[config.mk]
export PLATFORM = sky130hd
export DESIGN_NAME = bot_icon
export DESIGN_NICKNAME = d
export VERILOG_FILES = /design/src/rtl/bot_icon.sv
export SDC_FILE = /design/constraint.sdc
export NUM_CORES = 1
export LEC_CHECK = 0
export CAP_MARGIN = 20
export CELL_PAD_IN_SITES_DETAIL_PLACEMENT = 1
export CELL_PAD_IN_SITES_GLOBAL_PLACEMENT = 2
export CORE_UTILIZATION = 35
export CTS_BUF_LIST = sky130_fd_sc_hd__clkbuf_2 sky130_fd_sc_hd__clkbuf_4 sky130_fd_sc_hd__clkbuf_8
export DETAILED_ROUTE_END_ITERATION = 7
export PLACE_DENSITY = 0.85
export SETUP_SLACK_MARGIN = 0.02
export SLEW_MARGIN = 20
export SYNTH_ARGS = -nofsm -noshare
export SYNTH_HDL_FRONTEND = slang
export SYNTH_SLANG_ARGS = --single-unit
[constraint.sdc]
create_clock -name clock -period 5.9 [get_ports clock]
set_input_delay 0.885 -clock clock [delete_from_list [all_inputs] [get_ports clock]]
set_output_delay 0.885 -clock clock [all_outputs]
set_load 0.03 [all_outputs]
[src/rtl/bot_icon.sv]
// Robot sprite overlay: places a rotated 16x16 icon at the bot's latched world position and
// produces a 4-bit icon code two clocks after the pixel coordinates arrive.
module bot_icon #(
    parameter int unsigned ICON_SIZE    = 16,
    parameter int unsigned SCALE_X      = 8,
    parameter int unsigned SCALE_Y      = 6,
    parameter int unsigned V_ACTIVE     = 768,
    parameter int unsigned BLINK_FRAMES = 15
) (
    input  logic        clock,
    input  logic        reset_n,
    input  logic        video_on,
    input  logic [11:0] pixel_row,
    input  logic [11:0] pixel_column,
    input  logic [7:0]  LocX,
    input  logic [7:0]  LocY,
    input  logic [7:0]  BotInfo,
    output logic [3:0]  icon
);

    localparam int unsigned IW   = $clog2(ICON_SIZE);
    localparam int unsigned FC_W = $clog2(BLINK_FRAMES);

    localparam logic signed [12:0] W_SIZE = 13'(ICON_SIZE);
    localparam logic signed [12:0] W_HALF = 13'(ICON_SIZE / 2);

    // Row bitmaps, pixel 0 in the two MSBs; two bits per pixel.
    localparam logic [2*ICON_SIZE-1:0] ORTH [16] = '{
        32'h0003_C000, 32'h000F_F000, 32'h003F_FC00, 32'h0002_8000,
        32'h0555_5550, 32'h06AA_AA90, 32'h06EA_AB90, 32'h06AA_AA90,
        32'h06AB_EA90, 32'h06AA_AA90, 32'h06BF_FE90, 32'h06AA_AA90,
        32'h0555_5550, 32'h0140_0140, 32'h0540_0150, 32'h0000_0000
    };

    localparam logic [2*ICON_SIZE-1:0] DIAG [16] = '{
        32'h0000_00F0, 32'h0000_03F0, 32'h0000_0FC0, 32'h0001_5700,
        32'h0016_A500, 32'h016A_A900, 32'h05AB_AA40, 32'h16AA_AA40,
        32'h1AAF_AA40, 32'h1AAA_A900, 32'h1ABF_A900, 32'h06AA_A400,
        32'h01AA_9000, 32'h0055_4000, 32'h0050_0000, 32'h0000_0000
    };

    // Per-frame state
    logic [6:0]      r_loc_x;
    logic [6:0]      r_loc_y;
    logic [2:0]      r_heading;
    logic            r_stall;
    logic [FC_W-1:0] r_frame_cnt;
    logic            r_blink;

    // Pipeline
    logic            r_s1_show;
    logic [IW-1:0]   r_s1_u;
    logic [IW-1:0]   r_s1_v;
    logic [2:0]      r_s1_head;
    logic [3:0]      r_icon;

    logic                    w_latch;
    logic signed [12:0]      w_cx;
    logic signed [12:0]      w_cy;
    logic signed [12:0]      w_x0;
    logic signed [12:0]      w_y0;
    logic signed [12:0]      w_u;
    logic signed [12:0]      w_v;
    logic                    w_inside;
    logic                    w_show;
    logic [IW-1:0]           w_r;
    logic [IW-1:0]           w_c;
    logic [2*ICON_SIZE-1:0]  w_row;
    logic [1:0]              w_pix;
    logic                    w_unused;

    assign w_unused = ^{LocX[7], LocY[7], BotInfo[6:3]};

    assign w_latch = (pixel_row == 12'(V_ACTIVE)) && (pixel_column == 12'd0);

    always_ff @(posedge clock or negedge reset_n) begin
        if (!reset_n) begin
            r_loc_x     <= '0;
            r_loc_y     <= '0;
            r_heading   <= '0;
            r_stall     <= 1'b0;
            r_frame_cnt <= '0;
            r_blink     <= 1'b0;
        end else if (w_latch) begin
            r_loc_x   <= LocX[6:0];
            r_loc_y   <= LocY[6:0];
            r_heading <= BotInfo[2:0];
            r_stall   <= BotInfo[7];
            if (r_frame_cnt == FC_W'(BLINK_FRAMES - 1)) begin
                r_frame_cnt <= '0;
                r_blink     <= ~r_blink;
            end else begin
                r_frame_cnt <= r_frame_cnt + FC_W'(1);
            end
        end
    end

    assign w_cx = 13'({6'd0, r_loc_x} * 13'(SCALE_X) + 13'(SCALE_X / 2));
    assign w_cy = 13'({6'd0, r_loc_y} * 13'(SCALE_Y) + 13'(SCALE_Y / 2));
    assign w_x0 = w_cx - W_HALF;
    assign w_y0 = w_cy - W_HALF;

    // Signed offsets clip at the screen edges; nothing wraps into 0..15.
    assign w_u = $signed({1'b0, pixel_column}) - w_x0;
    assign w_v = $signed({1'b0, pixel_row}) - w_y0;

    assign w_inside = (w_u >= 13'sd0) && (w_u < W_SIZE) && (w_v >= 13'sd0) && (w_v < W_SIZE);
    assign w_show   = w_inside && video_on && !(r_stall && r_blink);

    always_ff @(posedge clock or negedge reset_n) begin
        if (!reset_n) begin
            r_s1_show <= 1'b0;
            r_s1_u    <= '0;
            r_s1_v    <= '0;
            r_s1_head <= '0;
        end else begin
            r_s1_show <= w_show;
            r_s1_u    <= w_u[IW-1:0];
            r_s1_v    <= w_v[IW-1:0];
            r_s1_head <= r_heading;
        end
    end

    // Quarter-turn rotation by heading/2; ~x is (ICON_SIZE-1)-x.
    always_comb begin
        w_r = r_s1_v;
        w_c = r_s1_u;
        case (r_s1_head[2:1])
            2'd0: begin w_r = r_s1_v;  w_c = r_s1_u;  end
            2'd1: begin w_r = ~r_s1_u; w_c = r_s1_v;  end
            2'd2: begin w_r = ~r_s1_v; w_c = ~r_s1_u; end
            2'd3: begin w_r = r_s1_u;  w_c = ~r_s1_v; end
            default: begin w_r = r_s1_v; w_c = r_s1_u; end
        endcase
        w_row = r_s1_head[0] ? DIAG[w_r] : ORTH[w_r];
        w_pix = w_row[{~w_c, 1'b0} +: 2];
    end

    always_ff @(posedge clock or negedge reset_n) begin
        if (!reset_n) begin
            r_icon <= 4'd0;
        end else begin
            r_icon <= r_s1_show ? {2'b00, w_pix} : 4'd0;
        end
    end

    assign icon = r_icon;

endmodule
==> impl_metrics.json, run 1 <==
{
  "synth-edff-count": 0,
  "syn_inst": 582,
  "synthMostInstantiatedCell": "sky130_fd_sc_hd__nor2_1",
  "ff_latch_area_sq_um": 925.9,
  "drive_gt1_share_pct": 8.374,
  "report.final.slew_viol_count": 0,
  "routed.top_layer": "met4",
  "clk_lat_worst_skew_ns": 0.29,
  "grtUsageTotal_pct": 20.95,
  "startpoint_type": "register",
  "grt_setup_unrepaired": "no",
  "die_area_sq_um": 13880,
  "yosysTopAreaCell": "sky130_fd_sc_hd__dfrtp_1",
  "dieHeight_um": 117.8,
  "clock-sinks": 37,
  "drt-initial-drc-count": 258,
  "io_buffers": 46,
  "initial_utilization_pct": 36.61,
  "cts_tree": "built",
  "fin_crit_sh_pct": 83.87,
  "multi_input_gate_area_sq_um": 3490,
  "antenna_cells_inserted": 0,
  "synth.ff_latch_count": 37,
  "cts_hold_buffers": 0,
  "post-route-drc-count": 0,
  "finish.net_count": 698,
  "h-tree-depth": 2,
  "synth_common_cells": "sky130_fd_sc_hd__nor2_1 (53), sky130_fd_sc_hd__nand2_1 (45), sky130_fd_sc_hd__o21ai_0 (42)",
  "critPathMaxStageDelay_ns": 0.52,
  "layout.filler_cells": 1586,
  "outcome": "completed",
  "synth_warnings": 0,
  "fin_tns_setup_ns": 0,
  "synthesized_area_sq_um": 4696,
  "clk_path_buf_depth": 2,
  "hold_violations": 0,
  "cts-buffers-inserted": 5,
  "slowest_stage": "sky130_fd_sc_hd__fa_1",
  "number_of_ports_placed_on_the_die_boundary": 55,
  "wl_per_cell_um": 18.24,
  "end_kind": "register",
  "timing.final.ws_setup_ns": 0.9516,
  "type_of_the_worst_min_delay_path": "register to register",
  "antenna_left": 0,
  "cts_root_buffer": "sky130_fd_sc_hd__clkbuf_8",
  "synth.lib_cells_used.distinct": 82,
  "synth.area.top_cells": "sky130_fd_sc_hd__dfrtp_1 (20%), sky130_fd_sc_hd__ha_1 (9.6%), sky130_fd_sc_hd__o21ai_0 (4.5%)",
  "yosys.area.top_type_share_pct": 19.72,
  "core_sq_um": 12820,
  "power.leakage_nw": 2.146,
  "crit_chain": "ha_1 -> fa_1 -> a211oi_1 -> o211a_1 -> a311oi_1 -> nor4_1 -> nand2_1 -> xnor2_1 -> ha_1 -> a211o_1 -> nand2_1 -> o2111ai_1 -> a2111oi_0 -> o2111a_1 -> o2111ai_1 -> nor3_1",
  "overflow": 0,
  "max_freq_mhz": 202.1,
  "routed_vias": 4588,
  "path_class": "register to register",
  "met3_wirelength_um": 294,
  "grt_pass1_wl_um": 23680,
  "ys_seq_area_share_pct": 19.72,
  "met2_length_um": 7415,
  "die_w_um": 117.8,
  "critPathRequiredTime_ns": 6.07,
  "postRouteWirelength_um": 14240,
  "cp_data_arrival_time_ns": 5.12,
  "timing.clock.skew_ns": 0.002673,
  "ys_async_sr_fraction_pct": 100.0,
  "post-layout-total-power_uw": 679.1,
  "postCtsResizedCells": 0,
  "vdd.ir_drop.worst_uv": 55.91,
  "path_clk_slew_ns": 0.07,
  "grt_pass1_vias": 4709,
  "detailed_routing_wirelength_on_met1_um": 6324,
  "finalCriticalPeriod_ns": 4.948,
  "synth.avg_cell_area_sq_um": 8.068,
  "power_density_nw_per_um2": 128.1,
  "flip_flop_cell_with_the_highest_count_after_synthesis": "sky130_fd_sc_hd__dfrtp_1",
  "pre_cts_worst_setup_slack_ns": 1.060,
  "max-slew-margin-rel_pct": 26.21,
  "max_cap_viol_count": 0,
  "initial_antenna_violation_count": 0,
  "place.detailed.hpwl_um": 11270,
  "cp_num_buf_inv": 0,
  "cts_post_setup_buffers_inserted": 0,
  "cp_top_family": "compound AO/OA/AOI/OAI gates",
  "critPathMaxFanout": 8,
  "grt_max_degree": 38,
  "total_iterations_of_the_first_detailed_routing_run": 4,
  "setup_viol": 0,
  "worstMarginPinSlew_ns": 1.099,
  "via_per_inst": 5.875,
  "num_rows": 41,
  "gp_routability_congestion": 0.8438,
  "area_added_between_synthesis_and_finish_pct": 12.92
}
## area by class of cell
| type | count | share of cell area (%) |
|---|---|---|
| multi-input cells | 489 | 65.81 |
| repair buffers | 49 | 9.014 |
| inverters | 27 | 1.958 |
| clock buffers | 7 | 1.699 |
| flip-flops and latches | 37 | 17.46 |
| well taps | 172 | 4.059 |
## cell families after synthesis
group | Yosys count | share of synthesized area [%]
mux | 30 | 8.447
simple gates | 208 | 22.17
other cells | 1 | 0.07986
flops | 37 | 19.72
buf+inv | 57 | 6.101
xor+xnor | 32 | 6.288
compound gates | 179 | 26.75
fa+ha+maj | 38 | 10.44
## final timing paths
kind | slack, ns | depth (start not counted) | endpoint | from
worst max register to register | 0.95 | 16 | r_s1_show | r_loc_y[0]
min in group asynchronous | 0.69 | 1 | r_loc_x[5] | reset_n
worst min register to register | 0.38 | 0 | r_s1_head[2] | r_heading[2]
worst max-delay path | 0.95 | 16 | r_s1_show | r_loc_y[0]
worst min-delay path | 0.38 | 0 | r_s1_head[2] | r_heading[2]
max in group asynchronous | 4.71 | 1 | r_loc_y[5] | reset_n
## registers in the layout, summed over array words and instances (netlist names)
name / flops
icon: 2
r_stall: 1
r_s1_v: 4
r_frame_cnt: 4
r_s1_show: 1
r_loc_x: 7
r_blink: 1
r_loc_y: 7
r_s1_u: 4
r_heading: 3
r_s1_head: 3
## report_power, final
group          switching (mW)  internal [mW]
registers              0.0117          0.257
clock network          0.0867         0.0973
logic                   0.126         0.0998
## cell usage in the layout (no fill, tap or decap), types with 4 or more instances in the layout
cell type	count
sky130_fd_sc_hd__xnor2_1	17
sky130_fd_sc_hd__a31oi_1	5
sky130_fd_sc_hd__a211o_1	4
sky130_fd_sc_hd__nand4_1	4
sky130_fd_sc_hd__mux2i_1	9
sky130_fd_sc_hd__o21ai_0	42
sky130_fd_sc_hd__clkbuf_8	6
sky130_fd_sc_hd__a21o_1	5
sky130_fd_sc_hd__clkdlybuf4s50_1	45
sky130_fd_sc_hd__or2_1	4
sky130_fd_sc_hd__a211oi_1	8
sky130_fd_sc_hd__nor2_1	52
sky130_fd_sc_hd__inv_1	26
sky130_fd_sc_hd__ha_1	36
sky130_fd_sc_hd__and2_1	7
sky130_fd_sc_hd__nor4_1	10
sky130_fd_sc_hd__a2111oi_0	6
sky130_fd_sc_hd__o211ai_1	10
sky130_fd_sc_hd__nand2b_1	10
sky130_fd_sc_hd__mux4_2	6
sky130_fd_sc_hd__mux2_2	14
sky130_fd_sc_hd__o211a_1	6
sky130_fd_sc_hd__nand3_1	14
sky130_fd_sc_hd__a21oi_1	31
sky130_fd_sc_hd__nand2_1	45
sky130_fd_sc_hd__a311oi_1	4
sky130_fd_sc_hd__dfrtp_1	37
sky130_fd_sc_hd__nor2b_1	9
sky130_fd_sc_hd__a2bb2oi_1	4
sky130_fd_sc_hd__a22oi_1	5
sky130_fd_sc_hd__nor3_1	23
sky130_fd_sc_hd__o221ai_1	4
sky130_fd_sc_hd__xor2_1	13
sky130_fd_sc_hd__nor3b_1	4
## metal layers
metal	global-route usage [%]	up-vias
met4	7.292	0
met5	0	-
met3	0.9205	10
met1	25.87	2276
met2	38.49	77
li1	-	2225
## through the flow
| step | util [%] | cells | hold WS (ns) | area [sq um] |
|---|---|---|---|---|
| floorplan | - | 583 | 0.3501 | 4700 |
| global placement | 40.64 | 774 | 0.3593 | 5213 |
| detailed placement | 40.64 | 774 | 0.3673 | 5213 |
| CTS | 41.35 | 781 | 0.3834 | 5303 |
| global route | 41.35 | 781 | 0.3955 | 5303 |
| finish | 41.35 | 781 | 0.3765 | 5303 |
## worst reg2reg max path: cells and delay by family, from the launching register on
family	cells	cell delay (ns)
fa+ha+maj	3	1.16
flops	1	0.48
compound gates	8	2.03
xor+xnor	1	0.16
simple gates	4	0.99
No activity file was read; power rests on OpenSTA's default activity.
==> run 2, diff against run 1 <==
- CORE_UTILIZATION: 35 -> 32
- PLACE_DENSITY: 0.85 -> 0.82
- clock period: 5.9 -> 4 ns (I/O delays scaled with it)
==> impl_metrics.json, run 2 (synthesized netlist as in run 1, its figures left out) <==
{
  "outcome": "completed",
  "layout.filler_cells": 1724,
  "report.final.slew_viol_count": 0,
  "num_rows": 43,
  "overflow": 0,
  "drive_gt1_share_pct": 16.77,
  "critPathRequiredTime_ns": 4.22,
  "wl_per_cell_um": 18.68,
  "clk_lat_worst_skew_ns": 0.30,
  "cts_tree": "built",
  "detailed_routing_wirelength_on_met1_um": 6718,
  "die_area_sq_um": 15160,
  "grtUsageTotal_pct": 21.40,
  "vdd.ir_drop.worst_uv": 130.8,
  "via_per_inst": 5.780,
  "cp_data_arrival_time_ns": 4.10,
  "power_density_nw_per_um2": 179.5,
  "type_of_the_worst_min_delay_path": "register to register",
  "path_class": "register to register",
  "reg_top3": "r_loc_x x7, r_loc_y x7",
  "clock-sinks": 37,
  "grt_pass1_vias": 5056,
  "cp_num_buf_inv": 2,
  "worstMarginPinSlew_ns": 1.072,
  "max_cap_viol_count": 0,
  "end_kind": "register",
  "met3_wirelength_um": 511,
  "multi_input_gate_area_sq_um": 3627,
  "total_iterations_of_the_first_detailed_routing_run": 4,
  "initial_antenna_violation_count": 0,
  "max-slew-margin-rel_pct": 28.01,
  "post-route-drc-count": 0,
  "ff_latch_area_sq_um": 925.9,
  "postRouteWirelength_um": 15510,
  "cts_root_buffer": "sky130_fd_sc_hd__clkbuf_8",
  "power.leakage_nw": 2.359,
  "setup_viol": 0,
  "core_sq_um": 14100,
  "die_w_um": 123.1,
  "finalCriticalPeriod_ns": 3.886,
  "area_added_between_synthesis_and_finish_pct": 22.46,
  "startpoint_type": "register",
  "io_buffers": 46,
  "slowest_stage": "sky130_fd_sc_hd__dfrtp_1",
  "finalInstanceArea_sq_um": 5751,
  "antenna_left": 0,
  "drt-initial-drc-count": 286,
  "layout.cells.most_common": "sky130_fd_sc_hd__nor2_1",
  "clk_path_buf_depth": 2,
  "timing.clock.skew_ns": 0.004714,
  "mostFrequentLayoutCells": "sky130_fd_sc_hd__nor2_1 (51), sky130_fd_sc_hd__nand2_1 (45), sky130_fd_sc_hd__clkdlybuf4s50_1 (45)",
  "hold_violations": 0,
  "met2_length_um": 7815,
  "antenna_cells_inserted": 0,
  "cts-buffers-inserted": 5,
  "path_clk_slew_ns": 0.08,
  "dpl.cell_count": 810,
  "initial_utilization_pct": 33.31,
  "critPathMaxFanout": 3,
  "grt_setup_unrepaired": "yes",
  "critPathMostFrequentCell": "sky130_fd_sc_hd__buf_4",
  "dieHeight_um": 123.1,
  "gp_routability_congestion": 0.9077,
  "place.detailed.hpwl_um": 12130,
  "number_of_ports_placed_on_the_die_boundary": 55,
  "routed_vias": 4797,
  "fin_crit_sh_pct": 97.14,
  "critPathMaxStageDelay_ns": 0.39,
  "placement.cell_area_sq_um": 5438,
  "max_freq_mhz": 257.4,
  "fin_cells": 830,
  "routed.top_layer": "met4",
  "crit_chain": "ha_2 -> fa_2 -> buf_4 -> and2_1 -> a21o_1 -> a22oi_2 -> buf_4 -> nor2_1 -> xnor2_1 -> ha_1 -> a211o_1 -> or2_4 -> o221ai_4 -> xor2_1 -> o2111a_1 -> o2111ai_2 -> nor3_2",
  "grt_max_degree": 38,
  "cp_top_family": "compound AO/OA/AOI/OAI gates",
  "grt_pass1_wl_um": 25590,
  "h-tree-depth": 2,
  "finish.net_count": 738
}
## run 2: path summary, 6_finish.rpt
check | startpoint | endpoint | slack (ns) | depth (start not counted)
min in group asynchronous | reset_n | r_loc_x[4] | 0.39 | 1
min | r_heading[0] | r_s1_head[0] | 0.38 | 0
max reg2reg | r_loc_y[1] | r_s1_show | 0.11 | 17
max | r_loc_y[1] | r_s1_show | 0.11 | 17
max in group asynchronous | reset_n | icon[0] | 3.07 | 1
min reg2reg | r_heading[0] | r_s1_head[0] | 0.38 | 0
## run 2: cell type report
type	instances	area share, %
clock buffers	5	1.197
flip-flops and latches	37	16.10
multi-input cells	489	63.08
clock inverters	3	0.3699
inverters	27	1.806
well taps	180	3.916
repair buffers	89	13.53
## run 2: metrics by stage
| step | util, % | power (mW) | setup WS, ns | TNS, ns | hold WS, ns |
|---|---|---|---|---|---|
| 6_report | 40.80 | 1.032 | 0.1145 | 0 | 0.3787 |
| 3_5_place_dp | 38.58 | 0.7538 | -0.2606 | -0.2606 | 0.3639 |
| 4_1_cts | 39.85 | 1.030 | 0.03119 | 0 | 0.3819 |
| 5_1_grt | 40.80 | 1.089 | -0.05352 | -0.05352 | 0.4008 |
| 2_1_floorplan | - | 0.6192 | 0.03824 | 0 | 0.3044 |
| 3_3_place_gp | 38.58 | 0.7415 | -0.1615 | -0.1615 | 0.3611 |
## run 2: report_power, final
| part | switching, mW | total, mW | leakage (nW) | internal (mW) |
|---|---|---|---|---|
| clock network | 0.148 | 0.271 | 0.0445 | 0.124 |
| logic | 0.203 | 0.364 | 1.84 | 0.160 |
| registers | 0.0177 | 0.397 | 0.472 | 0.379 |
| total | 0.369 | 1.03 | 2.36 | 0.663 |
## run 2: repair_timing
item	4_1_cts	5_1_grt
hold buffers	0	0
setup buffers	3	9
endpoints found under the setup margin	1	1
pin swaps	6	13
resized for setup	12	14
## run 2: layer usage
metal	global-route usage, %	vias up
met4	9.187	0
met5	0	-
met1	26.55	2372
met2	37.43	91
li1	-	2304
met3	2.214	30
==> run 3, diff against run 2 <==
- CAP_MARGIN: 20 -> default
==> results of run 3 <==
No change in the layout: final DEF, timing and power equal those of run 2.
==> edit 1, RTL diff (flow settings as in run 1) <==
The output `icon` loses its register stage (`r_icon` becomes a continuous assignment).
--- a/src/rtl/bot_icon.sv
+++ b/src/rtl/bot_icon.sv
@@ -138,9 +138,3 @@
 
-    always_ff @(posedge clock or negedge reset_n) begin
-        if (!reset_n) begin
-            r_icon <= 4'd0;
-        end else begin
-            r_icon <= r_s1_show ? {2'b00, w_pix} : 4'd0;
-        end
-    end
+    assign r_icon = r_s1_show ? {2'b00, w_pix} : 4'd0;
 
Check against the original RTL: not equivalent (Yosys sat finds a counterexample within 4 cycles, from zero or initial values and one cycle with reset_n low).
==> edit 1 against run 1 <==
  * Global-route usage rose by 1.6 points
  * Area after synthesis fell by 1.1%
  * Worst hold slack improved by 1.7 ps
  * Design area fell by 0.54%
  * Total power fell by 2.0%
  * Worst setup slack got worse by 220 ps
  * Sequential cell count fell by 2
  * Wire length rose by 1.9%
==> edit 1: results (changes against run 1) <==
status finished, final reports clean (unchanged); slowest CP cell clkdlybuf4s50_1 (was fa_1); number of DRC markers in iteration 0 217 (was 258); worst-path fanout max 14 (was 8); post-CTS setup buffers 0 (unchanged); HP Start r_heading[2]$_DFFE_PN0P_ (unchanged); Arr. time, crit path 4280 ps (was 5120 ps); Synth warnings 0 (unchanged); Largest regs r_loc_x: 7 flops, r_loc_y: 7 flops (unchanged); dpl hpwl 11600 um (was 11300 um); global-route wire length before repair 24200 um (was 23700 um); Fill cells 1560 (was 1586); Worst-Skew Late Latency 290 ps (about the same); worst r2r dst r_s1_show$_DFF_PN0_ (unchanged); vias 4511 (was 4588); r2r startpoint r_loc_y[0]$_DFFE_PN0P_ (unchanged); initial antenna violation count 0 (unchanged); post-CTS sizing 0 (unchanged); root buf cell clkbuf_8 (unchanged); final net count 698 (unchanged); DRT Pass-1 Iters 5 (was 4); CP top delay family compound AO/OA/AOI/OAI gates (unchanged); share of layout cells above drive strength 1 9.02% (was 8.37%); final worst setup slack 736 ps (was 952 ps); clk slew on worst S/H paths 70 ps (about the same); Setup Viol. Count Final 0 (unchanged); Worst Setup SP r_s1_head[1]$_DFF_PN0_ (was r_loc_y[0]$_DFFE_PN0P_); worst hold-check path type flop to flop (unchanged); dominant synthesized flop cell dfrtp_1 (unchanged); Clock Skew 8.52 ps (was 2.67 ps); Worst path max stage delay 610 ps (was 520 ps); maximum clock insertion buffer count 2 (unchanged); Synth top cells by count nor2_1, nand2_1, o21ai_0, ha_1, dfrtp_1 (was nor2_1, nand2_1, o21ai_0, dfrtp_1, ha_1); top post-synthesis cells by area dfrtp_1, ha_1, o21ai_0 (unchanged); Worst R2R Path Depth 16 (unchanged); async set-or-reset flop fraction in the synthesized netlist 100% (unchanged); placed cells 774 (unchanged); IO Port Bufs 46 (unchanged); number of global-route vias before repair 4656 (was 4709); P_leak 2.13 nW (was 2.15 nW); H-tree depth 2 (unchanged); GRT Overall Usage 22.5% (was 21.0%); FF-to-FF setup slack 1040 ps (was 950 ps); sequential area share after synthesis 18.9% (was 19.7%); largest net degree at the start of global routing 36 (was 38); Final GP Congestion 0.894 (was 0.844); vias per cell 5.77 (was 5.87); TritonCTS buffer count 5 (unchanged); ant diodes 0 (unchanged); crit path to icon[0] (was r_s1_show$_DFF_PN0_); drt total wl 14500 um (was 14200 um); relative slew slack 43.8% (was 26.2%); Yosys cell types 82 (unchanged); Syn Area/Cell 8.01 um2 (was 8.07 um2); Max IR drop VDD 0.0000905 V (was 0.0000559 V)
## edit 1: worst min-delay path by stage
stage	to	slack (ps)	depth (start not counted)
6_report	r_s1_head[2]$_DFF_PN0_	380	0
5_1_grt	r_s1_head[0]$_DFF_PN0_	400	0
4_1_cts	r_s1_head[2]$_DFF_PN0_	390	0
3_5_place_dp	r_s1_head[2]$_DFF_PN0_	370	0
3_3_place_gp	r_s1_head[0]$_DFF_PN0_	360	0
2_1_floorplan	r_s1_head[0]$_DFF_PN0_	350	0
## edit 1: per-stage QoR
stage               instance area, um2  hold WS [ps]
floorplan                         4650           350
global placement                  5180           355
detailed placement                5180           367
CTS                               5270           385
global route                      5270           402
finish                            5270           378
## edit 1: cell families after synthesis
kind of cell / count (synthesis) / share of synthesized area, %
simple gates: 208 / 22.4
compound gates: 179 / 27.0
buf+inv: 57 / 6.17
fa+ha+maj: 38 / 10.6
flops: 35 / 18.9
xor+xnor: 32 / 6.36
mux: 30 / 8.54
other cells: 1 / 0.0807
## edit 1: routing by layer
layer,GRT usage [%],routed length [um],up-vias
met1,29.3,6770,2206
met3,1.96,356,10
met2,40.5,7280,60
li1,-,-,2235
met5,0,0,-
met4,4.56,105,0
## edit 1: layout make-up
type | instances | area, um2 | share of cell area (%)
inverter | 27 | 104 | 1.97
clock buffer | 6 | 76.3 | 1.45
timing repair buffer | 51 | 493 | 9.35
multi-input combinational | 489 | 3500 | 66.3
sequential | 35 | 876 | 16.6
tap | 172 | 215 | 4.08
clock inverter | 2 | 12.5 | 0.237
## edit 1: power breakdown
group          internal (W)  switching [W]
sequential         0.000244      0.0000124
combinational      0.000101       0.000128
clock             0.0000872      0.0000941
total              0.000431       0.000234
## edit 1: worst reg2reg max path, cell delays in order, from the launching register on
cell       delay, ps
dfrtp_1          470
ha_1             270
fa_1             510
a211oi_1         410
o211a_1          220
a311oi_1          80
nor4_1           520
nand2_1          140
xnor2_1          150
ha_1             360
a211o_1          270
nand2_1           70
o2111ai_1        100
a2111oi_0        530
o2111a_1         300
o2111ai_1        150
nor3_1           240
==> edit 2, RTL diff (config.mk and constraints of run 1) <==
Without the edit above. Change the parameter `BLINK_FRAMES` from 15 to 14.
--- a/src/rtl/bot_icon.sv
+++ b/src/rtl/bot_icon.sv
@@ -7,3 +7,3 @@
     parameter int unsigned V_ACTIVE     = 768,
-    parameter int unsigned BLINK_FRAMES = 15
+    parameter int unsigned BLINK_FRAMES = 14
 ) (
Behaviour: same outputs for any inputs over 4 cycles, from zero or initial values and one cycle with reset_n low; that may be too few to reach the edited logic, so the function may still have changed.
==> edit 2 against run 1 <==
  * Sequential cell count unchanged
  * Design area down 3.6%
  * Wire length down 0.81%
  * First-iteration DRC count down 21%
  * Total power up 5.4%
  * Clock power up 15%
  * Worst setup slack worse by 120 ps
  * Worst hold slack better by 16 ps
  * Count of clock-buffer cells in the layout down 2
  * Area after synthesis down 5.7%
==> edit 2: results (changes against run 1) <==
ant diodes 0 (unchanged); dpl hpwl 11100 um (was 11300 um); largest net degree at the start of global routing 38 (unchanged); Synth top cells by count nand2_1, dfrtp_1, ha_1, a21oi_1, nor2_1 (was nor2_1, nand2_1, o21ai_0, dfrtp_1, ha_1); number of DRC markers in iteration 0 203 (was 258); relative slew slack 39.7% (was 26.2%); Largest regs r_loc_x: 7 flops, r_loc_y: 7 flops (unchanged); DRT Pass-1 Iters 4 (unchanged); H-tree depth 2 (unchanged); Fill cells 1461 (was 1586); TritonCTS buffer count 5 (unchanged); IO Port Bufs 46 (unchanged); r2r startpoint r_loc_y[0]$_DFFE_PN0P_ (unchanged); Synth warnings 0 (unchanged); worst hold stages 0 (unchanged); Worst R2R Path Depth 15 (was 16); Final GP Congestion 0.922 (was 0.844); number of global-route vias before repair 4683 (was 4709); P_leak 2.06 nW (was 2.15 nW); Hold WS 393 ps (was 376 ps); final net count 665 (was 698); dominant synthesized flop cell dfrtp_1 (unchanged); status finished, final reports clean (unchanged); initial antenna violation count 0 (unchanged); DP Area 5010 um2 (was 5210 um2); slowest CP cell or4_1 (was fa_1); fin cells 744 (was 781); post-CTS sizing 0 (unchanged); worst hold-check path type flop to flop (unchanged); DRC Markers 0 (unchanged); post-CTS setup buffers 0 (unchanged); sequential area share after synthesis 20.9% (was 19.7%); Max IR drop VDD 0.000129 V (was 0.0000559 V); GRT Overall Usage 22.9% (was 21.0%); WL/cell 19.0 um (was 18.2 um); share of layout cells above drive strength 1 8.51% (was 8.37%); Arr. time, crit path 5260 ps (was 5120 ps); vias 4362 (was 4588); async set-or-reset flop fraction in the synthesized netlist 100% (unchanged); top post-synthesis cells by area dfrtp_1, ha_1, xnor2_1 (was dfrtp_1, ha_1, o21ai_0); global-route wire length before repair 23800 um (was 23700 um); Worst path max stage delay 510 ps; worst-path fanout max 6 (was 8); Syn Area/Cell 8.10 um2 (was 8.07 um2); HP Start r_heading[0]$_DFFE_PN0P_ (was r_heading[2]$_DFFE_PN0P_); worst r2r dst r_s1_show$_DFF_PN0_ (unchanged); Worst-Skew Late Latency 290 ps (about the same); WHS Endpoint r_s1_head[0]$_DFF_PN0_ (was r_s1_head[2]$_DFF_PN0_); Yosys cell types 71 (was 82); CTS Hold Buffers Added 0 (unchanged); Clock Skew 6.44 ps (was 2.67 ps); FF-to-FF setup slack 830 ps (was 950 ps)
==> edit 2: changes by cell type after synthesis, sizes merged, moves of 6 or more <==
cell	change
o211ai	-6
o21ai	-18
buf	-8
nand2b	-6
clkbuf	+8
nor2	-22
==> edit 2: per-layer routing <==
metal	global-route usage, %	wire (um)
met1	27.9	6080
met4	6.32	248
met3	3.28	498
met5	0	0
met2	41.8	7300
==> edit 2: worst max path at each step <==
stage	start	endpoint	slack, ps	cells past startpoint
floorplan	r_loc_y[0]$_DFFE_PN0P_	r_s1_show$_DFF_PN0_	1320	15
global placement	r_loc_y[0]$_DFFE_PN0P_	r_s1_show$_DFF_PN0_	990	15
detailed placement	r_loc_y[0]$_DFFE_PN0P_	r_s1_show$_DFF_PN0_	900	15
CTS	r_loc_y[0]$_DFFE_PN0P_	r_s1_show$_DFF_PN0_	830	15
global route	r_loc_y[0]$_DFFE_PN0P_	r_s1_show$_DFF_PN0_	530	15
finish	r_loc_y[0]$_DFFE_PN0P_	r_s1_show$_DFF_PN0_	830	15
==> edit 2: power breakdown <==
| group | internal, W | leakage [nW] | switching (W) |
|---|---|---|---|
| clock | 0.000123 | 0.0540 | 0.0000889 |
| combinational | 0.000101 | 1.54 | 0.000136 |
| sequential | 0.000258 | 0.467 | 0.00000939 |
==> edit 2: cell type report <==
class                      instances  share of cell area, %
timing repair buffer              51                   9.65
multi-input combinational        456                   64.3
inverter                          25                   1.84
clock inverter                     2                  0.685
tap                              168                   4.11
sequential                        37                   18.1
clock buffer                       5                   1.35
==> edit 2: kinds of logic after synthesis <==
logic type	count (synthesis)	synth area share [%]
and+or+nand+nor	195	23.1
buffers and inverters	55	5.06
other	1	0.0847
xor gates and xnor gates	35	6.92
DFF	37	20.9
muxes	24	6.95
adders and majority gates	38	11.1
AOI/OAI and AO/OA	162	25.9
==> edit 2: per-stage QoR <==
| step | power [W] | worst slack (ps) | utilization (%) |
|---|---|---|---|
| 2_1_floorplan | 0.000417 | 1320 | - |
| 3_3_place_gp | 0.000499 | 990 | 41.2 |
| 3_5_place_dp | 0.000506 | 903 | 41.2 |
| 4_1_cts | 0.000722 | 830 | 42.0 |
| 5_1_grt | 0.000760 | 535 | 42.0 |
| 6_report | 0.000716 | 828 | 42.0 |
